===== src/rtl/ptw_arbiter.sv =====
// ptw_arbiter: shares one page-table walker between the ITLB and DTLB miss
// paths. One walk at a time, round-robin on contention, result routed back
// to the requesting TLB only; an invalidate during a walk suppresses refill
// and fault, leaving only the done pulse.
module ptw_arbiter #(
  parameter int TAG_W = 27,
  parameter int PTE_W = 64
) (
  input  logic             clk,
  input  logic             rst,
  input  logic             invalidate_req,
  input  logic             itlb_req_valid,
  input  logic [63:0]      itlb_req_addr,
  output logic             itlb_req_ready,
  input  logic             dtlb_req_valid,
  input  logic [63:0]      dtlb_req_addr,
  input  logic             dtlb_req_is_store,
  output logic             dtlb_req_ready,
  output logic             ptw_req_valid,
  output logic [63:0]      ptw_req_addr,
  output logic             ptw_req_is_execute,
  output logic             ptw_req_is_store,
  input  logic             ptw_req_ready,
  input  logic             ptw_resp_valid,
  input  logic             ptw_resp_fault,
  input  logic [TAG_W-1:0] ptw_resp_tag,
  input  logic [PTE_W-1:0] ptw_resp_pte,
  output logic             itlb_done,
  output logic             dtlb_done,
  output logic             itlb_refill,
  output logic             dtlb_refill,
  output logic             itlb_fault,
  output logic             dtlb_fault,
  output logic [TAG_W-1:0] refill_tag,
  output logic [PTE_W-1:0] refill_pte
);

  localparam logic [1:0] IDLE  = 2'd0;
  localparam logic [1:0] ISSUE = 2'd1;
  localparam logic [1:0] WALK  = 2'd2;

  localparam logic OWN_I = 1'b0;
  localparam logic OWN_D = 1'b1;

  logic [1:0]       state_q, state_d;
  logic             owner_q, owner_d;
  logic             rr_q, rr_d;
  logic             stale_q, stale_d;
  logic [63:0]      addr_q, addr_d;
  logic             store_q, store_d;
  logic             i_done_q, i_done_d;
  logic             d_done_q, d_done_d;
  logic             i_refill_q, i_refill_d;
  logic             d_refill_q, d_refill_d;
  logic             i_fault_q, i_fault_d;
  logic             d_fault_q, d_fault_d;
  logic [TAG_W-1:0] tag_q, tag_d;
  logic [PTE_W-1:0] pte_q, pte_d;

  logic grant_i, grant_d;
  logic stale_now;

  // Grant only in IDLE; on contention rr_q picks the winner. Masked while in
  // reset so no requester sees an acceptance that the reset discards.
  always_comb begin
    grant_i = !rst && (state_q == IDLE) && itlb_req_valid &&
              (!dtlb_req_valid || (rr_q == OWN_I));
    grant_d = !rst && (state_q == IDLE) && dtlb_req_valid &&
              (!itlb_req_valid || (rr_q == OWN_D));
  end

  // Next-state logic: latch the granted request, track staleness, and form
  // the completion pulses for the owner only.
  always_comb begin
    state_d    = state_q;
    owner_d    = owner_q;
    rr_d       = rr_q;
    stale_d    = stale_q;
    addr_d     = addr_q;
    store_d    = store_q;
    tag_d      = tag_q;
    pte_d      = pte_q;
    i_done_d   = 1'b0;
    d_done_d   = 1'b0;
    i_refill_d = 1'b0;
    d_refill_d = 1'b0;
    i_fault_d  = 1'b0;
    d_fault_d  = 1'b0;
    // An invalidate arriving with the response still poisons that response.
    stale_now  = stale_q || invalidate_req;
    case (state_q)
      IDLE: begin
        if (grant_i || grant_d) begin
          owner_d = grant_d ? OWN_D : OWN_I;
          addr_d  = grant_d ? dtlb_req_addr : itlb_req_addr;
          store_d = grant_d && dtlb_req_is_store;
          stale_d = 1'b0;
          state_d = ISSUE;
          // The pointer only moves when there was actual contention.
          if (itlb_req_valid && dtlb_req_valid) begin
            rr_d = grant_d ? OWN_I : OWN_D;
          end
        end
      end
      ISSUE: begin
        if (invalidate_req) stale_d = 1'b1;
        if (ptw_req_ready) state_d = WALK;
      end
      WALK: begin
        if (invalidate_req) stale_d = 1'b1;
        if (ptw_resp_valid) begin
          state_d    = IDLE;
          tag_d      = ptw_resp_tag;
          pte_d      = ptw_resp_pte;
          i_done_d   = (owner_q == OWN_I);
          d_done_d   = (owner_q == OWN_D);
          i_refill_d = (owner_q == OWN_I) && !ptw_resp_fault && !stale_now;
          d_refill_d = (owner_q == OWN_D) && !ptw_resp_fault && !stale_now;
          i_fault_d  = (owner_q == OWN_I) && ptw_resp_fault && !stale_now;
          d_fault_d  = (owner_q == OWN_D) && ptw_resp_fault && !stale_now;
        end
      end
      default: state_d = IDLE;
    endcase
  end

  // State and output registers; reset abandons any walk in flight.
  always_ff @(posedge clk) begin
    if (rst) begin
      state_q    <= IDLE;
      owner_q    <= OWN_I;
      rr_q       <= OWN_I;
      stale_q    <= 1'b0;
      addr_q     <= '0;
      store_q    <= 1'b0;
      tag_q      <= '0;
      pte_q      <= '0;
      i_done_q   <= 1'b0;
      d_done_q   <= 1'b0;
      i_refill_q <= 1'b0;
      d_refill_q <= 1'b0;
      i_fault_q  <= 1'b0;
      d_fault_q  <= 1'b0;
    end else begin
      state_q    <= state_d;
      owner_q    <= owner_d;
      rr_q       <= rr_d;
      stale_q    <= stale_d;
      addr_q     <= addr_d;
      store_q    <= store_d;
      tag_q      <= tag_d;
      pte_q      <= pte_d;
      i_done_q   <= i_done_d;
      d_done_q   <= d_done_d;
      i_refill_q <= i_refill_d;
      d_refill_q <= d_refill_d;
      i_fault_q  <= i_fault_d;
      d_fault_q  <= d_fault_d;
    end
  end

  assign itlb_req_ready     = grant_i;
  assign dtlb_req_ready     = grant_d;
  assign ptw_req_valid      = (state_q == ISSUE);
  assign ptw_req_addr       = addr_q;
  assign ptw_req_is_execute = (state_q == ISSUE) && (owner_q == OWN_I);
  assign ptw_req_is_store   = store_q;
  assign itlb_done          = i_done_q;
  assign dtlb_done          = d_done_q;
  assign itlb_refill        = i_refill_q;
  assign dtlb_refill        = d_refill_q;
  assign itlb_fault         = i_fault_q;
  assign dtlb_fault         = d_fault_q;
  assign refill_tag         = tag_q;
  assign refill_pte         = pte_q;

endmodule


===== config.mk =====
export PLATFORM = sky130hd
export DESIGN_NAME = ptw_arbiter
export DESIGN_NICKNAME = d
export VERILOG_FILES = /design/src/rtl/ptw_arbiter.sv
export SDC_FILE = /design/constraint.sdc
export NUM_CORES = 1
export LEC_CHECK = 0
export BUFFER_PORTS_ARGS = -buffer_cell sky130_fd_sc_hd__buf_2
export CORE_AREA = 3 3 153 155
export CTS_CLUSTER_DIAMETER = 40
export DETAILED_ROUTE_END_ITERATION = 8
export DIE_AREA = 0 0 156 158
export PLACE_DENSITY_LB_ADDON = 0.12
export SLEW_MARGIN = 0
export SYNTH_ARGS = -nofsm -noshare
export SYNTH_HDL_FRONTEND = slang
export SYNTH_SLANG_ARGS = --single-unit

===== constraint.sdc =====
create_clock -name clk -period 5.09 [get_ports clk]
set_clock_uncertainty 0.2 [all_clocks]
set_input_delay 0.509 -clock clk [delete_from_list [all_inputs] [get_ports clk]]
set_output_delay 0.509 -clock clk [all_outputs]
set_load 0.01 [all_outputs]

==> results.sh, run 1 <==
export IMPL_synth_edf_count=0
export IMPL_ys_ff_latch=167
export IMPL_holdCritPathClass="in2reg"
export IMPL_clk_latency_ps=410
export IMPL_layout_area_overhead_vs_synth_pct=41.15
export IMPL_grtUsageTotal_pct=18.75
export IMPL_synth_nets=1043
export IMPL_gp_congestion=0.7997
export IMPL_final_max_slew_viol_count=0
export IMPL_die_h_um=158
export IMPL_post_place_ws_ps=2126
export IMPL_fillers=2354
export IMPL_path_class="reg2out"
export IMPL_die_w_um=156
export IMPL_cts_buffers=17
export IMPL_cts_htree_levels=4
export IMPL_syn_cell_area_um2=6495
export IMPL_core_area_um2=21960
export IMPL_max_clock_freq_mhz=345.6
export IMPL_avgViaCountPerCell=4.668
export IMPL_required_ps=4380
export IMPL_wl_per_cell_um=16.73
export IMPL_syn_inst=811
export IMPL_finalHoldViolCount=0
export IMPL_cp_end_kind="primary output"
export IMPL_worst_slack_ps=2197
export IMPL_avgSynthCellArea_um2=8.009
export IMPL_mostFrequentLayoutCell="buf_2"
export IMPL_ctsResizeCount=0
export IMPL_finalSetupViolCount=0
export IMPL_drive_gt1_share_pct=39.74
export IMPL_drt_wl_total_mm=24.38
export IMPL_worstPathArrival_ps=2180
export IMPL_synth_warning_count=0
export IMPL_cts_tree="done"
export IMPL_vias=6801
export IMPL_peakVddDrop_v=0.0001835
export IMPL_fin_crit_ps=2893
export IMPL_final_cell_mix="buf_2 (392), nand2_1 (185), dfxtp_1 (167), nor2_1 (135), a21oi_1 (95)"
export IMPL_min_period_over_period_pct=56.84
export IMPL_detail_route_antenna_nets=0
export IMPL_detail_route_iter0_violations=366
export IMPL_worstSetupStartpoint="state_q[0]$_SDFFE_PP0P_"
export IMPL_num_nets_final=1394
export IMPL_antenna_found_initial=4
export IMPL_io_pins=394
export IMPL_cp_endpoint="dtlb_req_ready"
export IMPL_r2r_setup_slack_ps=2410
export IMPL_dp_hpwl_mm=17.21
export IMPL_powerDensity_nw_per_um2=424.0
export IMPL_grt_max_degree=96
export IMPL_rows=54
export IMPL_outcome="finished, final reports clean"
export IMPL_clk_pin_slew_ps=70
export IMPL_hold_slack_ps=93.97
export IMPL_r2r_end="ptw_req_addr[54]$_SDFFE_PP0P_"
export IMPL_die_area_um2=24650
export IMPL_max_slew_margin_rel_pct=28.47
export IMPL_clockBufferDepth=2
export IMPL_drc=0
export IMPL_port_buffers=393
export IMPL_grt_pass1_wl_mm=36.47
export IMPL_drt_pre_antenna_iters=4
export IMPL_rsz0062_at_grt="no"
export IMPL_timing_rr_start="state_q[0]$_SDFFE_PP0P_"
export IMPL_rr_worst_depth=8
export IMPL_start_util_pct=29.58
export IMPL_p_leak_uw=0.004236
export IMPL_post_cts_repair_setup_buffers=0
export IMPL_clock_sinks=167
export IMPL_cts_hold_buf=0
export IMPL_clk_root_buffer_cell="clkbuf_16"
export IMPL_cap_violations=0
export IMPL_worst_slew_pin_transition_ps=1073
export IMPL_grt_pass1_vias=6481
export IMPL_startpoint_type="flip-flop"
export IMPL_fin_setup_tns_ps=0
export IMPL_asyncSetResetFlopFracSynth_pct=0
export IMPL_ys_seq_area_share_pct=51.47
export IMPL_yosysUniqueCellTypes=29
export IMPL_grt_overflow=0
export IMPL_crit_fanout=31
export IMPL_synthFlopType="dfxtp_1"
==> worst max-delay path: stages (launching register included) <==
cell	delay (ps)
dfxtp_1	330
inv_1	100
ha_1	250
nor2b_4	240
nand3_2	110
inv_2	470
buf_2	270
==> Yosys cell counts (all sizes together) (2+ instances only) <==
library cell / n / area, um^2
nor2b: 3 / 26.27
o21ai: 2 / 13.76
clkbuf: 38 / 142.6
ha: 4 / 50.05
buf: 29 / 172.7
nand2: 186 / 698.2
nor2: 135 / 506.7
a21oi: 95 / 475.5
nor3: 66 / 330.3
mux2i: 2 / 20.02
dfxtp: 167 / 3343
nand3: 2 / 15.01
inv: 5 / 18.76
nand2b: 5 / 31.28
nor4: 66 / 600.6
==> sequential cells by signal, summed over array words and instances, names as in the netlist, 2 cells and up <==
register	flops
ptw_req_addr	64
refill_pte	64
state_q	2
refill_tag	27
==> layout make-up <==
| class | instances | area, um^2 | share of cell area (%) |
|---|---|---|---|
| Antenna cell | 2 | 5.005 | 0.05459 |
| Clock buffer | 18 | 429.2 | 4.681 |
| Clock inverter | 14 | 161.4 | 1.761 |
| Inverter | 5 | 18.77 | 0.2047 |
| Multi-Input combinational cell | 572 | 2841 | 31.00 |
| Sequential cell | 167 | 3343 | 36.47 |
| Tap cell | 280 | 350.3 | 3.821 |
| Timing Repair Buffer | 399 | 2018 | 22.01 |
==> power breakdown <==
part / internal [uW] / leakage [uW] / switching, uW
Sequential: 1490 / 0.00136 / 91.0
Combinational: 374 / 0.00259 / 619
Clock: 738 / 0.000290 / 579
==> per-layer routing <==
metal / GRT usage, % / share of wire [%] / up-vias
met3: 7.928 / 9.5 / 33
met2: 31.01 / 48 / 278
met1: 22.29 / 41 / 3070
met5: 0 / 0.16 / -
met4: 5.509 / 1.7 / 6
li1: - / - / 3414
==> logic make-up (layout without fill, tap and decap cells) <==
| kind of cell | Yosys count | in the layout | share of synthesized area (%) |
|---|---|---|---|
| AOI/OAI and AO/OA | 99 | 99 | 7.802 |
| xor gates and xnor gates | 1 | 1 | 0.1349 |
| adders and majority gates | 4 | 4 | 0.7706 |
| buffers and inverters | 72 | 436 | 5.144 |
| DFF | 167 | 167 | 51.47 |
| muxes | 2 | 2 | 0.3082 |
| other | 0 | 2 | 0 |
| and+or+nand+nor | 466 | 466 | 34.37 |
==> through the flow <==
step / cell area [um^2] / util (%) / std cells / total power, uW
after floorplan: 6495 / - / 811 / 2203
after global routing: 9165 / 41.74 / 1456 / 4126
after global placement: 8572 / 39.04 / 1423 / 2612
after CTS: 9163 / 41.73 / 1455 / 3954
final: 9168 / 41.75 / 1457 / 3887
after detailed placement: 8572 / 39.04 / 1423 / 2618
==> worst min path at each step <==
stage,startpoint,to,cells after the start
floorplan,stale_q$_SDFFE_PP0P_,itlb_fault$_SDFF_PP0_,1
global placement,refill_pte[19]$_SDFFE_PP0P_,refill_pte[19]$_SDFFE_PP0P_,2
detailed placement,refill_tag[7]$_SDFFE_PP0P_,refill_tag[7]$_SDFFE_PP0P_,2
CTS,ptw_resp_fault,dtlb_refill$_SDFF_PP0_,2
global route,ptw_resp_fault,dtlb_refill$_SDFF_PP0_,2
finish,ptw_resp_fault,dtlb_refill$_SDFF_PP0_,2
Power figures use the tool's default switching activity.
==> run 2: changes to the inputs <==
--- a/config.mk
+++ b/config.mk
@@ -6,10 +6,10 @@
 export NUM_CORES = 1
 export LEC_CHECK = 0
 export BUFFER_PORTS_ARGS = -buffer_cell sky130_fd_sc_hd__buf_2
-export CORE_AREA = 3 3 153 155
+export CORE_AREA = 3 3 154 156
 export CTS_CLUSTER_DIAMETER = 40
 export DETAILED_ROUTE_END_ITERATION = 8
-export DIE_AREA = 0 0 156 158
+export DIE_AREA = 0 0 157 159
 export PLACE_DENSITY_LB_ADDON = 0.12
 export SLEW_MARGIN = 0
 export SYNTH_ARGS = -nofsm -noshare
==> constraint.sdc (replaced) <==
create_clock -name clk -period 2.56 [get_ports clk]
set_clock_uncertainty 0.2 [all_clocks]
set_input_delay 0.256 -clock clk [delete_from_list [all_inputs] [get_ports clk]]
set_output_delay 0.256 -clock clk [all_outputs]
set_load 0.01 [all_outputs]
==> run 2 against run 1 <==
- final cell count up 15%
- sequential share of layout area down 7.3 points
- design area up 25%
- first-iteration DRC count up 30%
- wire length up 8.5%
- critical path type unchanged
- highest routed layer is now met4
==> results.sh, run 2 (synthesis gave the netlist of run 1 again) <==
export IMPL_outcome="finished, final reports clean"
export IMPL_wl_per_cell_um=15.76
export IMPL_place_area_um2=8711
export IMPL_drt_pre_antenna_iters=4
export IMPL_min_period_over_period_pct=93.73
export IMPL_grt_overflow=0
export IMPL_r2r_setup_slack_ps=270
export IMPL_holdCritPathClass="in2reg"
export IMPL_cp_end_kind="primary output"
export IMPL_clock_sinks=167
export IMPL_cap_violations=0
export IMPL_clk_latency_ps=420
export IMPL_mostFrequentLayoutCell="buf_2"
export IMPL_met3_usage_pct=5.164
export IMPL_worst_slew_pin_transition_ps=970.4
export IMPL_clk_root_buffer_cell="clkbuf_16"
export IMPL_fin_setup_tns_ps=0
export IMPL_core_area_um2=22500
export IMPL_max_clock_freq_mhz=416.7
export IMPL_peakVddDrop_v=0.0003954
export IMPL_post_cts_repair_setup_buffers=0
export IMPL_vias=7702
export IMPL_drt_wl_total_mm=26.45
export IMPL_detail_route_iter0_violations=476
export IMPL_port_buffers=393
export IMPL_grt_max_degree=169
export IMPL_die_h_um=159
export IMPL_final_max_slew_viol_count=0
export IMPL_drc=0
export IMPL_max_slew_margin_rel_pct=35.31
export IMPL_cts_buffers=17
export IMPL_grt_pass1_wl_mm=41.61
export IMPL_finalInstanceArea_um2=11460
export IMPL_clockBufferDepth=2
export IMPL_io_pins=394
export IMPL_rsz0062_at_grt="no"
export IMPL_clk_pin_slew_ps=70
export IMPL_worstPathArrival_ps=1940
export IMPL_grt_pass1_vias=8148
export IMPL_met2_usage_pct=35.62
export IMPL_timing_rr_start="state_q[0]$_SDFFE_PP0P_"
export IMPL_post_place_ws_ps=322.1
export IMPL_p_total_uw=8220
export IMPL_dp_hpwl_mm=17.03
export IMPL_rows=55
export IMPL_avgViaCountPerCell=4.590
export IMPL_fin_crit_ps=2400
export IMPL_startpoint_type="flip-flop"
export IMPL_path_class="reg2out"
export IMPL_gp_congestion=0.8089
export IMPL_drive_gt1_share_pct=34.00
export IMPL_p_leak_uw=0.005193
export IMPL_layout_area_overhead_vs_synth_pct=76.38
export IMPL_required_ps=2100
export IMPL_start_util_pct=28.86
export IMPL_cts_htree_levels=4
export IMPL_finalSetupViolCount=0
export IMPL_finalHoldViolCount=0
export IMPL_hp_start="itlb_req_addr[12]"
export IMPL_worst_slack_ps=160.4
export IMPL_die_area_um2=24960
export IMPL_grt_busiest_layer="met2"
export IMPL_cts_tree="done"
export IMPL_final_cell_mix="buf_2 (392), dlygate4sd3_1 (211), nand2_1 (185), dfxtp_1 (167), nor2_1 (135)"
export IMPL_die_w_um=157
export IMPL_powerDensity_nw_per_um2=717.5
export IMPL_worstSetupStartpoint="state_q[0]$_SDFFE_PP0P_"
export IMPL_grtUsageTotal_pct=20.57
export IMPL_crit_fanout=28
export IMPL_antenna_found_initial=2
export IMPL_num_nets_final=1610
export IMPL_use_met1_pct=23.44
export IMPL_detail_route_antenna_nets=0
-- run 2: metrics by stage --
stage	util, %	std cells	hold slack (ps)
after floorplan	-	811	133.0
after global placement	38.71	1434	238.9
after detailed placement	38.71	1434	243.2
after CTS	50.92	1677	0.1886
after global routing	50.91	1678	25.03
final	50.91	1678	14.77
-- run 2: power by group --
part / switching [uW] / internal, uW / leakage, uW
clock: 1240 / 1510 / 0.000307
combinational: 1310 / 1020 / 0.00353
sequential: 183 / 2950 / 0.00136
total: 2740 / 5480 / 0.00519
-- run 2: critical path: stages (launching register included) --
cell	delay (ps)
dfxtp_1	330
inv_1	100
ha_1	210
nor2b_4	230
nand3_2	150
inv_4	280
buf_2	200
-- run 2: timing repair --
item | 4_1_cts | 5_1_grt
endpoints found under the setup margin | 1 | 1
pin swaps | 0 | 0
hold endpoints to repair | 161 | 0
gates resized for setup | 1 | 0
hold buffers | 211 | 0
-- run 2: worst paths after layout --
check / end / cells after the start
hold reg to reg: refill_pte[9]$_SDFFE_PP0P_ / 2
setup / recovery: dtlb_req_ready / 6
setup reg to reg: ptw_req_addr[25]$_SDFFE_PP0P_ / 8
hold / removal: ptw_req_addr[12]$_SDFFE_PP0P_ / 3
-- run 2: area by class of cell --
class / instances / area [um^2]
fill: 2168 / 11050
timing repair buffer: 615 / 4255
sequential: 167 / 3343
multi-input combinational: 572 / 2841
clock buffer: 17 / 425.4
tap: 285 / 356.6
clock inverter: 15 / 207.7
inverter: 5 / 21.27
antenna: 2 / 5.005
-- run 2: layer usage --
| metal | routed length (um) | part of all wire [%] |
|---|---|---|
| met5 | 0 | 0 |
| met4 | 1042 | 3.9 |
| met3 | 1967 | 7.4 |
| met2 | 12670 | 48 |
| met1 | 10770 | 41 |
